`src/rtl/miter_lockstep_cmp.sv`:
```
// Clocked gold-vs-gate lockstep comparator: NCH channels, per-bit care mask,
// gold aligned by GOLD_LAT stages, saturating counters and first-failure capture.
module miter_lockstep_cmp #(
   parameter int unsigned WIDTH        = 8,
   parameter int unsigned NCH          = 4,
   parameter int unsigned GOLD_LAT     = 2,
   parameter int unsigned CNT_W        = 16,
   parameter bit          STOP_ON_FAIL = 1'b1
) (
   input  logic                                    clk,
   input  logic                                    rst,
   input  logic                                    start,
   input  logic                                    stop,
   input  logic                                    gold_valid,
   input  logic [NCH*WIDTH-1:0]                    gold_in,
   input  logic [NCH*WIDTH-1:0]                    care_mask,
   input  logic                                    gate_valid,
   input  logic [NCH*WIDTH-1:0]                    gate_in,
   output logic [NCH-1:0]                          mismatch_ch,
   output logic                                    align_err,
   output logic                                    err,
   output logic [CNT_W-1:0]                        cmp_cnt,
   output logic [CNT_W-1:0]                        err_cnt,
   output logic [((NCH > 1) ? $clog2(NCH) : 1)-1:0] first_ch,
   output logic [CNT_W-1:0]                        first_beat,
   output logic                                    busy,
   output logic                                    done,
   output logic                                    pass
);

   localparam int unsigned CH_W = (NCH > 1) ? $clog2(NCH) : 1;
   localparam int unsigned DW   = NCH * WIDTH;

   typedef enum logic [1:0] {S_IDLE, S_RUN, S_DONE, S_FAIL} state_t;

   state_t            r_state, w_state_nxt;
   logic              w_g_v;
   logic [DW-1:0]     w_g_d, w_g_m;
   logic [NCH-1:0]    w_ch_bad;
   logic [CH_W-1:0]   w_first_bad;
   logic              w_active, w_cmp, w_align, w_fail;

   logic [NCH-1:0]    r_mismatch_ch;
   logic              r_align_err, r_err;
   logic [CNT_W-1:0]  r_cmp_cnt, r_err_cnt, r_first_beat;
   logic [CH_W-1:0]   r_first_ch;

   generate
      if (GOLD_LAT == 0) begin : g_nodly
         assign w_g_v = gold_valid;
         assign w_g_d = gold_in;
         assign w_g_m = care_mask;
      end else begin : g_dly
         logic [GOLD_LAT-1:0] r_dl_v;
         logic [DW-1:0]       r_dl_d [GOLD_LAT];
         logic [DW-1:0]       r_dl_m [GOLD_LAT];

         // start flushes every in-flight valid so a new window sees only its own beats
         always_ff @(posedge clk or negedge rst) begin
            if (!rst) begin
               r_dl_v <= '0;
               for (int unsigned i = 0; i < GOLD_LAT; i++) begin
                  r_dl_d[i] <= '0;
                  r_dl_m[i] <= '0;
               end
            end else begin
               r_dl_v[0] <= gold_valid & ~start;
               r_dl_d[0] <= gold_in;
               r_dl_m[0] <= care_mask;
               for (int unsigned i = 1; i < GOLD_LAT; i++) begin
                  r_dl_v[i] <= r_dl_v[i-1] & ~start;
                  r_dl_d[i] <= r_dl_d[i-1];
                  r_dl_m[i] <= r_dl_m[i-1];
               end
            end
         end

         assign w_g_v = r_dl_v[GOLD_LAT-1];
         assign w_g_d = r_dl_d[GOLD_LAT-1];
         assign w_g_m = r_dl_m[GOLD_LAT-1];
      end
   endgenerate

   always_comb begin
      w_ch_bad    = '0;
      w_first_bad = '0;
      for (int unsigned c = 0; c < NCH; c++)
         w_ch_bad[c] = |((w_g_d[c*WIDTH +: WIDTH] ^ gate_in[c*WIDTH +: WIDTH]) & w_g_m[c*WIDTH +: WIDTH]);
      for (int unsigned c = NCH; c > 0; c--)
         if (w_ch_bad[c-1]) w_first_bad = CH_W'(c - 1);
   end

   assign w_active = (r_state == S_RUN) & ~start;
   assign w_cmp    = w_active & w_g_v & gate_valid;
   assign w_align  = w_active & (w_g_v ^ gate_valid);
   assign w_fail   = w_align | (w_cmp & (|w_ch_bad));

   always_ff @(posedge clk or negedge rst) begin
      if (!rst) r_state <= S_IDLE;
      else      r_state <= w_state_nxt;
   end

   always_comb begin
      w_state_nxt = r_state;
      busy        = 1'b0;
      done        = 1'b0;
      pass        = 1'b0;
      if (start) begin
         w_state_nxt = S_RUN;
      end else if (r_state == S_RUN) begin
         if (stop)                        w_state_nxt = S_DONE;
         else if (w_fail && STOP_ON_FAIL) w_state_nxt = S_FAIL;
      end
      busy = (r_state == S_RUN);
      done = (r_state == S_DONE) || (r_state == S_FAIL);
      pass = done & ~r_err;
   end

   always_ff @(posedge clk or negedge rst) begin
      if (!rst) begin
         r_mismatch_ch <= '0;
         r_align_err   <= 1'b0;
         r_err         <= 1'b0;
         r_cmp_cnt     <= '0;
         r_err_cnt     <= '0;
         r_first_ch    <= '0;
         r_first_beat  <= '0;
      end else if (start) begin
         r_mismatch_ch <= '0;
         r_align_err   <= 1'b0;
         r_err         <= 1'b0;
         r_cmp_cnt     <= '0;
         r_err_cnt     <= '0;
         r_first_ch    <= '0;
         r_first_beat  <= '0;
      end else begin
         if (w_cmp) begin
            r_mismatch_ch <= w_ch_bad;
            if (r_cmp_cnt != '1) r_cmp_cnt <= r_cmp_cnt + 1'b1;
         end
         // r_err still low marks this as the window's first failing beat
         if (w_fail) begin
            r_err <= 1'b1;
            if (r_err_cnt != '1) r_err_cnt <= r_err_cnt + 1'b1;
            if (!r_err) begin
               r_first_ch   <= w_align ? '0 : w_first_bad;
               r_first_beat <= r_cmp_cnt;
            end
         end
         if (w_align) r_align_err <= 1'b1;
      end
   end

   assign mismatch_ch = r_mismatch_ch;
   assign align_err   = r_align_err;
   assign err         = r_err;
   assign cmp_cnt     = r_cmp_cnt;
   assign err_cnt     = r_err_cnt;
   assign first_ch    = r_first_ch;
   assign first_beat  = r_first_beat;

endmodule

```
`config.mk`:
```
export PLATFORM = sky130hd
export DESIGN_NAME = miter_lockstep_cmp
export DESIGN_NICKNAME = d
export VERILOG_FILES = /design/src/rtl/miter_lockstep_cmp.sv
export SDC_FILE = /design/constraint.sdc
export NUM_CORES = 1
export LEC_CHECK = 0
export CAP_MARGIN = 20
export CORE_UTILIZATION = 37
export DETAILED_ROUTE_END_ITERATION = 12
export SETUP_SLACK_MARGIN = 0.1
export SLEW_MARGIN = 25
export SYNTH_ARGS = -nofsm -noshare
export SYNTH_HDL_FRONTEND = slang
export SYNTH_SLANG_ARGS = --single-unit
```
`constraint.sdc`:
```
create_clock -name clk -period 6.3 [get_ports clk]
set_input_delay 0.945 -clock clk [delete_from_list [all_inputs] [get_ports clk]]
set_output_delay 0.945 -clock clk [all_outputs]
set_load 0.005 [all_outputs]
```
---- Word-level counts from Yosys, hierarchy flattened ----
Index checks and enable logic that the tools add are counted.
cells by class
  equal/unequal tests ..................... 6
  $add $sub $neg .......................... 2
  $lt $le $gt $ge ......................... 0
  muxes and demuxes ....................... 27
  shifts and indexed selects .............. 0
  reductions and logical operators ........ 17
  bitwise logic cells ..................... 20
  div/mod/pow operators ................... 0
  multipliers ............................. 0
operators by type and width
  operator                                       number
  two-way mux 16 bit                             9
  adder 16 x 1 -> 16 bit, second input constant  2
  AND 8 bit                                      4
  != test 16 bit, second input constant          2
  OR reduction 32 bit                            1
  OR reduction 8 bit                             4
  XOR 8 bit                                      4
  two-way mux 2 bit                              12
  nonzero test 2 bit                             6
  AND 1 bit                                      8
  two-way mux 4 bit                              2
  AND reduction 2 bit                            4
  == test 2 bit, second input constant           2
  two-way mux 1 bit                              4
  nonzero test 3 bit                             1
  == test 2 x 1 -> 1 bit, second input constant  1
  != test 2 bit, second input constant           1
  NOT 1 bit                                      2
  logical OR 1 bit                               1
  OR 1 bit                                       1
  XOR 1 bit                                      1
word-level totals
  bits in read-only memories .............. 0
  register bits after elaboration ......... 188
  bits in latches ......................... 0
  output and inout port bits .............. 59
  input port bits ......................... 102
  word-level logic and storage cells ...... 85
  memories kept ........................... 0
  RAM bits ................................ 0

---- Logic depth before layout (Yosys ltp) ----
  word-level depth ........................ 11
  mapped depth ............................ 9

---- Worst setup path after synthesis ----
No wires, ideal clock.
  path kind ............................... input -> register
  start ................................... input gate_in[22]
  end ..................................... register r_err_cnt[11], in the netlist err_cnt[11]
  required time ........................... 6.172 ns
  path slack .............................. 3.522 ns
  stages .................................. 7
  arrival ................................. 2.650 ns
  cell sequence ........................... xor2_1 -> a22oi_2 -> nand4_2 -> or4_1 -> buf_4 -> o2111ai_1 -> mux2_1
between the ends
  word-level cells in the longest chain between the ends .. 7
RTL lines
  what                           line  RTL
  start: declaration             18    input logic [NCH*WIDTH-1:0] gate_in,
  XOR 8 bit                      88    w_ch_bad[c] = |((w_g_d[c*WIDTH +: WIDTH] ^ gate_in[c*WIDTH +: WIDTH]) & w_g_m[c*WIDTH +: WIDTH]);
  AND 8 bit                      88
  OR reduction 32 bit            96    assign w_fail = w_align | (w_cmp & (|w_ch_bad));
  AND 1 bit                      96
  OR 1 bit                       96
  nonzero test 2 bit (no line)   -
  AND reduction 2 bit (no line)  -
  end signal: assignment         144   if (r_err_cnt != '1) r_err_cnt <= r_err_cnt + 1'b1;
  end: declaration               45    logic [CNT_W-1:0] r_cmp_cnt, r_err_cnt, r_first_beat;
No other way between the ends.
A chain may end at the register's enable or synchronous reset.

---- Final worst setup path ----
  start ................................... input gate_in[30]
  end ..................................... register r_err_cnt[13], in the netlist err_cnt[13]
The elaborated chain is that of the path after synthesis.

==> summary.md <==
| Metric | Value |
|---|---|
| Area grow syn2layout | 35.82% |
| Core Rows | about 50 |
| Antenna Nets Post-Route | 0 |
| Final setup TNS | 0 ns |
| Clock Path Buffers | 2 |
| Multi-input logic area | 0.002061 mm^2 |
| Worst r2r src | w_g_d[2]$_DFF_PN0_ |
| R2R Setup Slk | 3.73 ns |
| Post-route non-filler standard cell count | roughly 900 |
| Max Clk Rate | around 310 MHz |
| Largest delay contributor family on the critical path | simple AND/OR/NAND/NOR gates |
| Required time of the critical path | between 6 and 7 ns |
| Peak supply drop | ~180 uV |
| Fillers | between 1.5k and 2k |
| Least-Margin Pin Slew | between 0.8 and 0.9 ns |
| Synth area leaders | dfrtp_1, xor2_1, nor2b_1, mux2_2, mux2_4 |
| Buf+Inv Stages, Crit Path | 1 |
| Ys flop type | dfrtp_1 |
| Ys async rst share | 1.000 |
| Final setup fails | 0 |
| # diodes | 0 |
| #FFs+latches synth | 188 |
| Status | complete, no violations |
| Reg2Reg Depth | 6 |
| Seq pwr share | 0.503 |
| Die footprint | around 0.019 mm^2 |
| Drc violations | 0 |
| Largest net degree at the start of global routing | between 100 and 150 |
| DR iter-0 viols | around 220 |
| Sw Pwr | between 0.5 and 0.6 mW |
| First-pass GRT wire length | around 21000 um |
| Share of layout cells above drive strength 1 | 0.1118 |
| Final-report hold violation count | 0 |
| Dpl cells | around 850 |
| Cell area after synthesis | between 0.006 and 0.007 mm^2 |
| Syn Area/Cell | 14.36 um^2 |
| RSZ-0062 raised after global routing | no |
| Synthesis warning total | 0 |
| H-Tree Level Count | 4 |
| Post-synthesis cell type count | 46 |
| CTS tree | done |
| WL per Instance | 14.92 um |
| Max stage delay on crit path | between 0.7 and 0.8 ns |
| Die width | approximately 140 um |
| Initial Util | 0.3792 |
| GP Congestion | approximately 0.8 |
| Clock share of power | 0.427 |
| Synth cell count leaders | dfrtp_1, xor2_1, nor2b_1 |
| CTS Buf Count | 17 |
| Area leader, netlist | dfrtp_1 |
| Cell Int Power | 1.953 mW |
| Cts repair resizes | 0 |
| Die span in y | about 140 um |
| Cell breakdown of the critical path | clkdlybuf4s50_1 > xor2_1 > a22oi_1 > nand4_1 > or4_1 > o2111ai_1 > mux2_1 |
| Final core utilization | 0.5151 |
| Gr ovfl total | 0 |
| Sw Share | 0.2279 |
| Via count | roughly 4.2k |
| Register area share after synthesis | 0.6883 |
| Most frequent cell after synthesis | dfrtp_1 |
| IO Pins | roughly 160 |
| Syn Nets | 580 |
| Critical-path top delay cell | or4_1 |
| Crit. Startpoint | gate_in[30] |
| Initial antenna violation count | 0 |
| Rel. slew slack | 0.4112 |
| Core area | about 0.018 mm^2 |
| Final hold slack | 0.3480 ns |
| Critical path fanouts, max | 10 |
| Crit path kind | in -> reg |
| Via/cell ratio | 4.718 |
| Hold WC Path Type | reg -> reg |
| Comb power frac | 0.069 |
| Cell area power density | around 270 mW/mm^2 |
| Crit start category | primary input |
| Setup Skew | between 0.008 and 0.009 ns |
| R2R Path End | err_cnt[13]$_DFFE_PN0P_ |
| Hold path cells | 0 |
| Post-Synthesis Cells | between 400 and 500 |
| Sink Count | 188 |
| CP endpoint kind | flop |
| Clock Latency Late Sink | 0.42 ns |
| GRT Util Overall | 0.1489 |
| Max-Cap Viols | 0 |
| CP Data Arrival Time | about 3.5 ns |
| Min cycle time layout | 3.175 ns |
| Synth top area share | 0.6883 |
| Hold path startpoint | g_dly.r_dl_d[54]$_DFF_PN0_ |
| Cts-stage hold buffer count | 0 |
| Worst Hold End | w_g_d[22]$_DFF_PN0_ |
| Final HPWL DP | between 9000 and 10000 um |
| Drt first pass iters | 4 |
| Leakage power | between 4 and 5 nW |
| Slew Viols, Final | 0 |
| Root Buffer | clkbuf_16 |
| EDFF count, synth | 0 |
| Fin crit share | 0.5039 |
| Clock transition at the registers of the reported paths | ~0.070 ns |
| Post CTS Setup Buffer Count | 0 |
| Number of global-route vias before repair | between 4k and 5k |
| Seq. cell area | between 0.004 and 0.005 mm^2 |
| Final net count | 745 |
| Port bufs | 160 |
| Routed wire length | 13160 um |
[metrics by stage]
step / setup WS (ns) / cell area, um^2 / total power [mW]
2_1_floorplan: 3.522 / 6835 / 1.357
3_3_place_gp: 2.602 / 8662 / 1.471
3_5_place_dp: 2.390 / 8662 / 1.477
4_1_cts: 2.835 / 9271 / 2.565
5_1_grt: 2.942 / 9284 / 2.638
6_report: 3.125 / 9284 / 2.529
[placed cells by master, fill, tap and decap left out, drive strengths merged, types with 5 or more instances in the layout]
cell type	count
dfrtp	188
clkdlybuf4s50	158
xor2	42
nor2b	29
mux2	26
nor2	23
clkbuf	18
a22oi	16
nand2	15
and3	14
nand4	12
nand2b	11
a21oi	9
mux2i	9
o21ai	9
inv	8
nand3	7
and2	7
o211ai	6
o2111ai	5
[worst max path at each step]
stage	to	cells after the start	slack, ns
floorplan	err_cnt[11]$_DFFE_PN0P_	7	3.52
global placement	err_cnt[10]$_DFFE_PN0P_	8	2.60
detailed placement	err_cnt[9]$_DFFE_PN0P_	8	2.39
CTS	err_cnt[9]$_DFFE_PN0P_	8	2.83
global route	err_cnt[9]$_DFFE_PN0P_	8	2.94
finish	err_cnt[13]$_DFFE_PN0P_	7	3.13
[power groups by stage]
| stage | Clock, mW | Sequential, mW | Combinational [mW] |
|---|---|---|---|
| 3_5_place_dp | 0 | 1.30 | 0.180 |
| 4_1_cts | 1.11 | 1.27 | 0.180 |
| 5_1_grt | 1.17 | 1.28 | 0.195 |
| 3_3_place_gp | 0 | 1.29 | 0.176 |
| 6_report | 1.08 | 1.27 | 0.175 |
| 2_1_floorplan | 0 | 1.29 | 0.0649 |
[registers in the layout, summed over array words and instances, names as in the netlist]
| name | cells |
|---|---|
| first_beat | 16 |
| g_dly.r_dl_d | 32 |
| align_err | 1 |
| g_dly.r_dl_v | 2 |
| w_g_m | 32 |
| g_dly.r_dl_m | 32 |
| err | 1 |
| mismatch_ch | 4 |
| r_state | 2 |
| cmp_cnt | 16 |
| first_ch | 2 |
| err_cnt | 16 |
| w_g_d | 32 |
[kinds of logic (layout without fill, tap and decap cells)]
group / count (synthesis) / in the layout / share of synthesized area
DFF: 188 / 188 / 0.6883
AOI/OAI and AO/OA: 51 / 51 / 0.05858
adders and majority gates: 2 / 2 / 0.003660
muxes: 35 / 35 / 0.06096
and+or+nand+nor: 136 / 136 / 0.1175
xor gates and xnor gates: 46 / 46 / 0.05894
buffers and inverters: 18 / 195 / 0.01208
[area by class of cell]
class,count,area share
clock buffers,17,0.04582
well taps,229,0.03086
flip-flops and latches,188,0.5067
repair buffers,162,0.1740
clock inverters,14,0.01981
inverters,2,0.0008086
multi-input cells,270,0.2220
[metal layers]
layer  vias to the layer above  GRT usage  wire, um
met2                       130     0.2325      6356
met1                      2052     0.1906      5696
li1                       1969          -         -
met3                        10    0.05848       990
met4                         0    0.04469       116
met5                         -          0         0
(Power assumes the default switching activity.)
